$ cat src/rtl/sc_regshifter_seq_pkg.sv
// Shared encodings for the sequential shift register: operation modes, FSM states
// and the shift-amount width derivation.
package sc_regshifter_seq_pkg;

    localparam logic [2:0] MODE_HOLD = 3'b000;
    localparam logic [2:0] MODE_LSL  = 3'b001;
    localparam logic [2:0] MODE_LSR  = 3'b010;
    localparam logic [2:0] MODE_ASR  = 3'b011;
    localparam logic [2:0] MODE_ROL  = 3'b100;
    localparam logic [2:0] MODE_ROR  = 3'b101;
    localparam logic [2:0] MODE_SLI  = 3'b110;
    localparam logic [2:0] MODE_SRI  = 3'b111;

    typedef enum logic [1:0] {
        STATE_IDLE  = 2'd0,
        STATE_SHIFT = 2'd1,
        STATE_DONE  = 2'd2
    } shiftState_t;

    function automatic int amountWidth(input int busWidth);
        return $clog2(busWidth);
    endfunction

endpackage

$ cat src/rtl/sc_shift_step.sv
// Combinational single-bit shifter: applies one step of the selected mode to a word
// and reports the bit that leaves it (the wrapped bit for rotates).
module sc_shift_step
    import sc_regshifter_seq_pkg::*;
#(
    parameter int DATAWIDTH_BUS = 32
) (
    input  logic [2:0]               stepMode,
    input  logic [DATAWIDTH_BUS-1:0] stepWord,
    input  logic                     stepSerial,
    output logic [DATAWIDTH_BUS-1:0] stepNext,
    output logic                     stepOutBit
);

    always_comb begin
        stepNext   = stepWord;
        stepOutBit = 1'b0;
        case (stepMode)
            MODE_LSL: begin
                stepNext   = {stepWord[DATAWIDTH_BUS-2:0], 1'b0};
                stepOutBit = stepWord[DATAWIDTH_BUS-1];
            end
            MODE_LSR: begin
                stepNext   = {1'b0, stepWord[DATAWIDTH_BUS-1:1]};
                stepOutBit = stepWord[0];
            end
            MODE_ASR: begin
                stepNext   = {stepWord[DATAWIDTH_BUS-1], stepWord[DATAWIDTH_BUS-1:1]};
                stepOutBit = stepWord[0];
            end
            MODE_ROL: begin
                stepNext   = {stepWord[DATAWIDTH_BUS-2:0], stepWord[DATAWIDTH_BUS-1]};
                stepOutBit = stepWord[DATAWIDTH_BUS-1];
            end
            MODE_ROR: begin
                stepNext   = {stepWord[0], stepWord[DATAWIDTH_BUS-1:1]};
                stepOutBit = stepWord[0];
            end
            MODE_SLI: begin
                stepNext   = {stepWord[DATAWIDTH_BUS-2:0], stepSerial};
                stepOutBit = stepWord[DATAWIDTH_BUS-1];
            end
            MODE_SRI: begin
                stepNext   = {stepSerial, stepWord[DATAWIDTH_BUS-1:1]};
                stepOutBit = stepWord[0];
            end
            default: begin
                stepNext   = stepWord;
                stepOutBit = 1'b0;
            end
        endcase
    end

endmodule

$ cat src/rtl/sc_regshifter_seq.sv
// Sequential shift/rotate register: one bit position per clock after a Start pulse.
// Handshake: Start is accepted only in IDLE with Load_InLow high; Busy is high for the k
// shifting cycles; Done pulses for one cycle when the result is final; Start while Busy/Done is ignored.
module sc_regshifter_seq
    import sc_regshifter_seq_pkg::*;
#(
    parameter int DATAWIDTH_BUS    = 32,
    parameter int DATAWIDTH_MODE   = 3,
    parameter int DATAWIDTH_AMOUNT = amountWidth(DATAWIDTH_BUS)
) (
    input  logic                        SC_RegSHIFTSEQ_CLOCK_50,
    input  logic                        SC_RegSHIFTSEQ_Reset_InLow,
    input  logic                        SC_RegSHIFTSEQ_Load_InLow,
    input  logic                        SC_RegSHIFTSEQ_Start_InHigh,
    input  logic [DATAWIDTH_MODE-1:0]   SC_RegSHIFTSEQ_Mode_In,
    input  logic [DATAWIDTH_AMOUNT-1:0] SC_RegSHIFTSEQ_Amount_In,
    input  logic                        SC_RegSHIFTSEQ_SerialIn,
    input  logic [DATAWIDTH_BUS-1:0]    SC_RegSHIFTSEQ_DataBUS_In,
    output logic [DATAWIDTH_BUS-1:0]    SC_RegSHIFTSEQ_DataBUS_Out,
    output logic                        SC_RegSHIFTSEQ_Busy_OutHigh,
    output logic                        SC_RegSHIFTSEQ_Done_OutHigh,
    output logic                        SC_RegSHIFTSEQ_Carry_Out,
    output logic                        SC_RegSHIFTSEQ_Zero_Out,
    output logic [1:0]                  SC_RegSHIFTSEQ_State_Out
);

    localparam logic [DATAWIDTH_AMOUNT-1:0] AMOUNT_MAX = DATAWIDTH_AMOUNT'(DATAWIDTH_BUS - 1);
    localparam logic [DATAWIDTH_AMOUNT-1:0] AMOUNT_ONE = DATAWIDTH_AMOUNT'(1);

    shiftState_t                 stateCurrent;
    shiftState_t                 stateNext;
    logic [DATAWIDTH_BUS-1:0]    regData;
    logic                        regCarry;
    logic [DATAWIDTH_AMOUNT-1:0] shiftCounter;
    logic [DATAWIDTH_MODE-1:0]   modeLatched;
    logic [DATAWIDTH_AMOUNT-1:0] amountSat;
    logic [DATAWIDTH_BUS-1:0]    stepNext;
    logic                        stepOutBit;
    logic                        startAccepted;

    // Only reachable when the bus width is not a power of two.
    assign amountSat = (32'(SC_RegSHIFTSEQ_Amount_In) > 32'(DATAWIDTH_BUS - 1)) ?
                       AMOUNT_MAX : SC_RegSHIFTSEQ_Amount_In;

    assign startAccepted = SC_RegSHIFTSEQ_Load_InLow && SC_RegSHIFTSEQ_Start_InHigh;

    sc_shift_step #(
        .DATAWIDTH_BUS(DATAWIDTH_BUS)
    ) u_shift_step (
        .stepMode   (modeLatched[2:0]),
        .stepWord   (regData),
        .stepSerial (SC_RegSHIFTSEQ_SerialIn),
        .stepNext   (stepNext),
        .stepOutBit (stepOutBit)
    );

    always_ff @(posedge SC_RegSHIFTSEQ_CLOCK_50) begin
        if (!SC_RegSHIFTSEQ_Reset_InLow) begin
            stateCurrent <= STATE_IDLE;
        end else begin
            stateCurrent <= stateNext;
        end
    end

    always_comb begin
        stateNext = stateCurrent;
        case (stateCurrent)
            STATE_IDLE: begin
                if (startAccepted) begin
                    stateNext = (amountSat == '0) ? STATE_DONE : STATE_SHIFT;
                end
            end
            STATE_SHIFT: begin
                if (shiftCounter == AMOUNT_ONE) begin
                    stateNext = STATE_DONE;
                end
            end
            STATE_DONE: stateNext = STATE_IDLE;
            default:    stateNext = STATE_IDLE;
        endcase
    end

    always_ff @(posedge SC_RegSHIFTSEQ_CLOCK_50) begin
        if (!SC_RegSHIFTSEQ_Reset_InLow) begin
            regData      <= '0;
            regCarry     <= 1'b0;
            shiftCounter <= '0;
            modeLatched  <= '0;
        end else begin
            case (stateCurrent)
                STATE_IDLE: begin
                    if (!SC_RegSHIFTSEQ_Load_InLow) begin
                        regData <= SC_RegSHIFTSEQ_DataBUS_In;
                    end else if (SC_RegSHIFTSEQ_Start_InHigh) begin
                        modeLatched  <= SC_RegSHIFTSEQ_Mode_In;
                        shiftCounter <= amountSat;
                        if (amountSat == '0) begin
                            regCarry <= 1'b0;
                        end
                    end
                end
                STATE_SHIFT: begin
                    // HOLD still burns the requested number of cycles.
                    shiftCounter <= shiftCounter - AMOUNT_ONE;
                    if (modeLatched[2:0] != MODE_HOLD) begin
                        regData  <= stepNext;
                        regCarry <= stepOutBit;
                    end
                end
                default: begin
                end
            endcase
        end
    end

    assign SC_RegSHIFTSEQ_DataBUS_Out  = regData;
    assign SC_RegSHIFTSEQ_Busy_OutHigh = (stateCurrent == STATE_SHIFT);
    assign SC_RegSHIFTSEQ_Done_OutHigh = (stateCurrent == STATE_DONE);
    assign SC_RegSHIFTSEQ_Carry_Out    = regCarry;
    assign SC_RegSHIFTSEQ_Zero_Out     = (regData == '0);
    assign SC_RegSHIFTSEQ_State_Out    = stateCurrent;

endmodule

$ cat config.mk
export PLATFORM = sky130hd
export DESIGN_NAME = sc_regshifter_seq
export DESIGN_NICKNAME = d
export VERILOG_FILES = /design/src/rtl/sc_regshifter_seq_pkg.sv /design/src/rtl/sc_shift_step.sv /design/src/rtl/sc_regshifter_seq.sv
export SDC_FILE = /design/constraint.sdc
export NUM_CORES = 1
export LEC_CHECK = 0
export ABC_AREA = 1
export BUFFER_PORTS_ARGS = -buffer_cell sky130_fd_sc_hd__buf_4
export CORE_ASPECT_RATIO = 0.9
export CORE_MARGIN = 8
export CORE_UTILIZATION = 52
export DETAILED_ROUTE_END_ITERATION = 8
export GPL_TIMING_DRIVEN = 0
export PLACE_DENSITY = 0.85
export SLEW_MARGIN = 20
export SYNTH_ARGS = -nofsm -noshare
export SYNTH_HDL_FRONTEND = slang
export SYNTH_SLANG_ARGS = --single-unit
$ cat constraint.sdc
create_clock -name SC_RegSHIFTSEQ_CLOCK_50 -period 1.7 [get_ports SC_RegSHIFTSEQ_CLOCK_50]
set_clock_uncertainty 0.15 [all_clocks]
set_input_delay 0.085 -clock SC_RegSHIFTSEQ_CLOCK_50 [delete_from_list [all_inputs] [get_ports SC_RegSHIFTSEQ_CLOCK_50]]
set_output_delay 0.085 -clock SC_RegSHIFTSEQ_CLOCK_50 [all_outputs]
set_load 0.05 [all_outputs]
======== Word level (Yosys, flattened, before mapping) ========
Cells that the tools add are included.
storage, ports and cells
  bits in registers ....................... 43
  input port bits ......................... 45
cells by class
  $add $sub $neg .......................... 1
  eq/ne operators ......................... 20
  muxes and demuxes ....................... 17
  reduce and logical (&&, ||, !) cells .... 14
operators with widths
  cell                                                  count
  case mux 32 bit (7 select lines)                      1
  two-way mux 32 bit                                    2
  case mux 32 bit (2 select lines)                      1
  zero test 32 bit                                      1
  equality test 3 bit (second input constant)           4
  != test 2 bit (second input constant)                 6
  two-way mux 5 bit                                     2
  case mux 5 bit (2 select lines)                       1
  AND reduction 5 bit                                   2
  != test 8 x 1 -> 1 bit (second input constant)        1
  != test 7 x 1 -> 1 bit (second input constant)        1
  equality test 3 x 2 -> 1 bit (second input constant)  2
  two-way mux 2 bit                                     3
  AND reduction 3 bit                                   2
  equality test 5 x 1 -> 1 bit (second input constant)  1
  zero test 5 bit                                       1
  subtractor 5 x 1 -> 5 bit (second input constant)     1
  two-way mux 1 bit                                     4
  != test 2 x 1 -> 1 bit (second input constant)        2
  case mux 1 bit (2 select lines)                       2
  case mux 2 bit (2 select lines)                       1
  AND reduction 4 bit                                   1
  OR reduction 4 bit                                    1
  equality test 3 x 1 -> 1 bit (second input constant)  1
  other kinds (8)                                       8

======== Depth between registers and ports, before layout ========
Gate-level depths: netlist (run 1).
  depth in word-level cells ............... 5
  gate-level depth with buffers ........... 8
  gate-level depth less buffers ........... 7

======== Hierarchy ========
Synthesis (run 1) repeated with hierarchy kept, for this count alone.
unflattened totals
  cell total of the unflattened synthesis .. 647
  area, all modules ....................... 3622.2 um2
by module, submodules not included
  module             times used  cells each  area each (um2)
  sc_regshifter_seq  1           385         2349.8
  sc_shift_step      1           262         1272.5

======== Worst setup path before layout (run 1) ========
No wires, ideal clock.
  kind .................................... flip-flop to flip-flop
  start ................................... reg stateCurrent[0] (netlist: SC_RegSHIFTSEQ_State_Out[0])
  end ..................................... reg regData[31] (netlist: SC_RegSHIFTSEQ_DataBUS_Out[31])
  setup time .............................. 114 ps
  arrival time ............................ 1601 ps
  data required time ...................... 1436 ps
  setup slack ............................. -165 ps
  cell stages (with the launch flop) ...... 8
  path buffers ............................ 2
  cell sequence ........................... dfxtp_1 inv_2 nor2_4 buf_4 buf_4 nand3_1 a21oi_1 nor2_1
on the way
  word-level cells in the longest chain between the ends .. 3
  elaborated cells between the ends (all ways) .. 9
  classes of those cells .................. eq/ne: 5; mux: 1; reduce/logical: 3
ends and longest elaborated chain
  item                                                            RTL line                  RTL
  start: declaration                                              sc_regshifter_seq.sv:30   shiftState_t stateCurrent;
  start signal: assignment                                        sc_regshifter_seq.sv:61   stateCurrent <= stateNext;
  equality test 2 x 1 -> 1 bit (*)                                --
  named net SC_RegSHIFTSEQ_Busy_OutHigh                           sc_regshifter_seq.sv:20   output logic SC_RegSHIFTSEQ_Busy_OutHigh,
  != test 7 x 1 -> 1 bit (no line), or another cell as far along  --
  AND reduction 5 bit (no line)                                   --
  end signal: assignment                                          sc_regshifter_seq.sv:93   regData <= SC_RegSHIFTSEQ_DataBUS_In;
  end signal: assignment                                          sc_regshifter_seq.sv:106  regData <= stepNext;
  end: declaration                                                sc_regshifter_seq.sv:32   logic [DATAWIDTH_BUS-1:0] regData;
Mark *: on every way through the listed nets, which the timed path passes. The rest lies on a longest branch.
A chain may end at the register's enable or synchronous reset.

======== Worst setup path in the final report (run 1) ========
  start ................................... reg regData[0] (netlist: SC_RegSHIFTSEQ_DataBUS_Out[0])
  end ..................................... out SC_RegSHIFTSEQ_Zero_Out
on the way
  word-level cells in the longest chain between the ends .. 1
ends and longest elaborated chain
  item              RTL line                  RTL
  zero test 32 bit  sc_regshifter_seq.sv:120  assign SC_RegSHIFTSEQ_Zero_Out = (regData == '0);
  end: declaration  sc_regshifter_seq.sv:23   output logic SC_RegSHIFTSEQ_Zero_Out,
No other way between the ends.

==> flow_summary_export.csv, run 1 <==
group,metric,value,unit
critical_path,crit_fanout,4,
power,power_leakage,1.91,nW
placed_design,place.gp.congestion,0.884,
global_routing,grt_pass1_wl,14000,microns
sta,report.final.slew_viol_count,0,
global_routing,grtUsageMet1,25.4,%
synthesis,synth_edf_count,0,
critical_path,arrival,1.44,ns
synthesis,ys_warn_count,0,
synthesis,ys_ff_latch,43,
run,cap_violations,0,
placed_design,portBuffers,81,
layout,area_growth,44.1,%
power,powerDensity,950,nW/um^2
sta,rsz0062_at_grt,"true",
synthesis,yosys_most_used_dff,"dfxtp_1",
drt,wirelength,8760,microns
power,ir_worst_vdd,0.707,mV
synthesis,avgSynthCellArea,6.30,sq um
die,coreArea,5160,sq um
global_routing,use_met2,36.5,%
clock_network,post_cts_buffers,0,
synthesis,syn_nets,482,
die,dieArea,7850,sq um
synthesis,synth_common_cells,"75 x nor2_1, 60 x nand2_1, 46 x nand3_1, 44 x a21oi_1",
global_routing,grt-ovfl-total,0,
layout,drive_above_1_share,24.4,%
die,fp.dieW,92.5,microns
synthesis,synth_cell_types,26,
synthesis,syn-cell-area,2740,sq um
synthesis,synthArstFlopShare,0,%
critical_path,crit_required,1.46,ns
layout,n_antenna_cell,0,
global_routing,grt.met3_usage,4.50,%
drt,drt_iter0_markers,181,
drt,vias_per_cell,5.37,
drt,post_drt_wl_per_cell,14.0,microns
global_routing,grt_busiest_layer,"met2",
placed_design,place_ws,0.137,ns
layout,fin_nets,603,
sta,timing.final.crit_share,98.6,%
synthesis,synthTopCellsByArea,"dfxtp_1 31%, nor2_1 10%, o21a_1 8.5%",
status,status,"finished, final reports clean",
global_routing,antenna_found_initial,0,
sta,maxSlewHeadroom,71.5,%
drt,drc_errors,0,
synthesis,yosysMostFrequentCell,"nor2_1",
clock_network,clk_path_buf_depth,2,
sta,hold_viol_final,0,
clock_network,h-tree-depth,2,
global_routing,grt_max_degree,14,
clock_network,insertion_delay,0.29,ns
critical_path,crit_path_end_kind,"output pin",
die,rows,25,
clock_network,clk_pin_slew,0.08,ns
sta,min_period,1.68,ns
sta,worstMarginPinSlew,0.428,ns
sta,fmax,596,MHz
critical_path,critPathLaunchType,"flip-flop",
global_routing,grt_usage,21.0,%
sta,timing.final.ws_setup,0.0231,ns
synthesis,netlist_instances,435,
clock_network,clock_sinks,43,
synthesis,yosysTopAreaCell,"dfxtp_1",
placed_design,placed_cell_area,3440,sq um
die,initial_core_util,53.1,%
synthesis,synth_seq_area_share,31.4,%
drt,vias,3350,
min_path,hold_path_class,"primary input to flip-flop",
clock_network,cts_made_buffers,5,
global_routing,first_global_vias,3065,
critical_path,critPathKind,"flip-flop to output pin",
synthesis,synth_top_area_share,31.4,%
sta,setup_violations,0,
die,ios,83,
clock_network,cts_tree,"built",
placed_design,post-dp-hpwl,6130,microns
layout,stdcell_area,3950,sq um
die,die-height,84.9,microns
drt,drt_pre_antenna_iters,5,
drt,ant_nets,0,
clock_network,clock-root-buffer,"clkbuf_8",
-- state kept, by name (all words and copies together) (netlist names) --
name,count
SC_RegSHIFTSEQ_State_Out,2
SC_RegSHIFTSEQ_DataBUS_Out,32
modeLatched,3
shiftCounter,5
SC_RegSHIFTSEQ_Carry_Out,1
-- cells by family after synthesis --
group	share of synthesized area [%]
buffers and inverters	12.0
adder cells (fa/ha/maj)	0.913
AND/OR/NAND/NOR	30.3
AO/OA/AOI/OAI	25.4
flip-flops	31.4
-- final timing paths --
| kind | from | to | slack (ns) | cells past startpoint |
|---|---|---|---|---|
| setup reg to reg | modeLatched[2] | SC_RegSHIFTSEQ_DataBUS_Out[25] | 0.10 | 7 |
| hold reg to reg | shiftCounter[3] | shiftCounter[3] | 0.34 | 2 |
| hold / removal | SC_RegSHIFTSEQ_DataBUS_In[29] | SC_RegSHIFTSEQ_DataBUS_Out[29] | 0.008 | 4 |
| setup / recovery | SC_RegSHIFTSEQ_DataBUS_Out[0] | SC_RegSHIFTSEQ_Zero_Out | 0.02 | 4 |
-- metal layers --
layer / vias to the layer above / wire length, microns
met3: 11 / 641
met4: 0 / 106
met1: 1521 / 3680
met2: 143 / 4330
li1: 1675 / -
met5: - / 0
-- critical path, stage by stage, from the launching register on --
cell     delay, ns
dfxtp_1       0.37
nor4_4        0.34
nand3_1       0.14
nor2_2        0.14
buf_6         0.17
-- layout by cell type (no fill, tap or decap), types with 2 or more instances in the layout --
cell           instances
buf_4                 85
nor2_1                74
nand2_1               60
nand3_1               46
a21oi_1               44
inv_1                 42
dfxtp_1               38
o21ai_0               36
dlygate4sd3_1         33
o21a_1                31
buf_2                 12
o21ai_1                7
clkbuf_8               6
clkbuf_2               5
dfxtp_2                4
inv_2                  4
buf_6                  4
nor4_2                 3
nand4_1                3
nand2_2                2
a31oi_1                2
clkbuf_1               2
ha_1                   2
-- area by class of cell --
cell class	count	area (sq um)
Multi-Input combinational cell	318	1590
Fill cell	414	1210
Timing Repair Buffer	114	946
Sequential cell	43	870
Inverter	47	180
Buffer	27	160
Tap cell	67	83.8
Clock buffer	6	82.6
Clock inverter	2	35.0
-- per-stage QoR --
stage	std cells	total power, mW	hold slack (ns)	utilization (%)	setup TNS, ns
after global routing	624	3.95	0.00657	76.6	-0.0515
after CTS	624	3.70	0.0109	75.6	0
after global placement	583	2.79	0.215	66.6	0
final	624	3.75	0.00764	76.6	0
after detailed placement	583	2.81	0.224	66.6	0
after floorplan	435	2.35	0.0939	-	0
-- power by group --
part	internal, mW	leakage (nW)	switching, mW
Clock	0.476	0.0612	0.361
Combinational	0.594	1.49	1.00
Sequential	1.14	0.358	0.176
-- timing repair --
item / in CTS / in global routing
hold buffers: 33 / 0
gates resized for setup: 3 / 21
endpoints found under the hold margin: 34 / 0
setup endpoints to repair: 2 / 17
Power figures use the tool's default switching activity.
==> run 2, diff against run 1 <==
--- a/config.mk
+++ b/config.mk
@@ -6,7 +6,7 @@
 export NUM_CORES = 1
 export LEC_CHECK = 0
 export ABC_AREA = 1
-export BUFFER_PORTS_ARGS = -buffer_cell sky130_fd_sc_hd__buf_4
+export BUFFER_PORTS_ARGS = -buffer_cell sky130_fd_sc_hd__buf_2
 export CORE_ASPECT_RATIO = 0.9
 export CORE_MARGIN = 8
 export CORE_UTILIZATION = 52
==> run 2 against run 1 <==
Net effect:
- sequential power is essentially flat
- cell area shrank 4.2%
- largest cell class unchanged
- maximum frequency shrank 0.23%
- critical path type unchanged
- sequential share of layout area increased by 0.90 points
- core utilization decreased by 3.2 points
- combinational power decreased by 6%
- routed wire length grew 4.0%
- non-clock buffer count up 2
- power grew 0.79%
==> flow_summary_export.csv, run 2 (synthesis gave the netlist of run 1 again) <==
group,metric,value,unit
clock_network,insertion_delay,0.30,ns
critical_path,arrival,1.45,ns
layout,area_growth,38.1,%
sta,rsz0062_at_grt,"true",
sta,worstMarginPinSlew,0.433,ns
drt,vias,3375,
clock_network,clk_path_buf_depth,2,
layout,fin_nets,605,
die,dieArea,7850,sq um
layout,multiInputGateArea,1590,sq um
sta,min_period,1.68,ns
sta,maxSlewHeadroom,71.1,%
die,fp.dieW,92.5,microns
layout,largest_reg_flops,32,
clock_network,h-tree-depth,2,
sta,tns,0,ns
global_routing,first_global_vias,3409,
min_path,min_path_cells,4,
clock_network,clk_pin_slew,0.08,ns
sta,hold_viol_final,0,
power,power_leakage,1.87,nW
run,cap_violations,0,
global_routing,antenna_found_initial,0,
layout,final_common_cell,"buf_2",
drt,ant_nets,0,
layout,n_antenna_cell,0,
critical_path,critPathLaunchType,"flip-flop",
critical_path,r2r_start,"modeLatched[2]",
global_routing,grt_pass1_wl,15100,microns
critical_path,critPathKind,"flip-flop to output pin",
layout,layout_common_cells,"91 x buf_2, 74 x nor2_1, 60 x nand2_1",
clock_network,clock_sinks,43,
min_path,hold_path_class,"primary input to flip-flop",
drt,post_drt_wl_per_cell,14.6,microns
critical_path,regToRegSetupSlack,0.06,ns
sta,timing.final.crit_share,98.9,%
layout,drive_above_1_share,23.4,%
layout,fillers,424,
layout,stdcell_area,3780,sq um
layout,instances_no_fill,626,
sta,setup_violations,0,
drt,wirelength,9110,microns
global_routing,grt_max_degree,14,
critical_path,ff2ff_path_depth,7,
clock_network,post_cts_buffers,0,
placed_design,portBuffers,81,
drt,drt_pre_antenna_iters,5,
critical_path,rr_endpoint,"SC_RegSHIFTSEQ_DataBUS_Out[23]",
clock_network,cts_tree,"built",
placed_design,placed_cell_area,3240,sq um
layout,regArea,867,sq um
drt,vias_per_cell,5.39,
die,coreArea,5160,sq um
die,rows,25,
clock_network,clock-root-buffer,"clkbuf_8",
min_path,whs_endpoint,"SC_RegSHIFTSEQ_DataBUS_Out[29]",
placed_design,dp_cells,583,
clock_network,cts_made_buffers,5,
placed_design,post-dp-hpwl,6090,microns
sta,fmax,595,MHz
drt,drt_iter0_markers,222,
power,ir_worst_vdd,0.620,mV
global_routing,grt-ovfl-total,0,
power,powerDensity,999,nW/um^2
die,initial_core_util,53.1,%
power,power.total,3.78,mW
min_path,min_from,"SC_RegSHIFTSEQ_DataBUS_In[29]",
placed_design,place.gp.congestion,0.872,
global_routing,grt_usage,22.8,%
status,status,"finished, final reports clean",
sta,timing.hold.ws,0.000533,ns
critical_path,crit_required,1.46,ns
critical_path,crit_fanout,5,
drt,drc_errors,0,
sta,report.final.slew_viol_count,0,
die,die-height,84.9,microns
die,ios,83,
critical_path,crit_path_end_kind,"output pin",
-- run 2: cell types whose count changed in the layout (fill, tap and decap cells not counted), sizes merged --
cell         before  now
dlygate4sd3      33   35
bufinv            1    2
clkinv            1    0
-- run 2: per-layer routing --
metal | global-route usage, % | routed length (microns)
met3 | 4.41 | 691
met4 | 11.4 | 263
met5 | 0 | 0
met2 | 38.3 | 4450
met1 | 27.0 | 3710
-- run 2: worst max-delay path by stage --
stage,to,from,slack (ns),depth (start not counted)
6_report,SC_RegSHIFTSEQ_Zero_Out,SC_RegSHIFTSEQ_DataBUS_Out[3],0.02,4
4_1_cts,SC_RegSHIFTSEQ_Zero_Out,SC_RegSHIFTSEQ_DataBUS_Out[0],0.008,4
2_1_floorplan,SC_RegSHIFTSEQ_DataBUS_Out[31],SC_RegSHIFTSEQ_State_Out[0],0.07,7
3_3_place_gp,SC_RegSHIFTSEQ_DataBUS_Out[1],SC_RegSHIFTSEQ_State_Out[0],0.16,7
3_5_place_dp,SC_RegSHIFTSEQ_DataBUS_Out[13],modeLatched[2],0.12,7
5_1_grt,SC_RegSHIFTSEQ_Zero_Out,SC_RegSHIFTSEQ_DataBUS_Out[16],-0.04,6
-- run 2: area by class of cell --
type | count | share of cell area [%]
multi-input cells | 318 | 42.1
flip-flops and latches | 43 | 22.9
repair buffers | 116 | 20.3
inverters | 47 | 4.76
plain buffers | 27 | 4.20
well taps | 67 | 2.21
clock buffers | 6 | 1.92
clock inverters | 2 | 1.59
-- run 2: critical path, stage by stage, from the launching register on --
cell,delay (ns)
dfxtp_2,0.37
nor4_4,0.33
nand3_1,0.14
nor2_2,0.15
buf_6,0.17
-- run 2: repair_timing --
item | in CTS | in global routing
hold buffers | 35 | 0
gates resized for setup | 5 | 16
pin swaps | 0 | 1
endpoints found under the setup margin | 2 | 19
hold endpoints to repair | 36 | 0
-- run 2: power breakdown --
group	switching (mW)	internal [mW]	total, mW
combinational	1.01	0.506	1.51
clock	0.366	0.587	0.954
sequential	0.173	1.14	1.32
total	1.55	2.24	3.78
-- run 2: through the flow --
| step | worst slack, ns | utilization (%) |
|---|---|---|
| final | 0.0192 | 73.3 |
| after global routing | -0.0443 | 73.3 |
| after detailed placement | 0.119 | 62.7 |
| after global placement | 0.156 | 62.7 |
| after floorplan | 0.0659 | - |
| after CTS | 0.00762 | 72.4 |
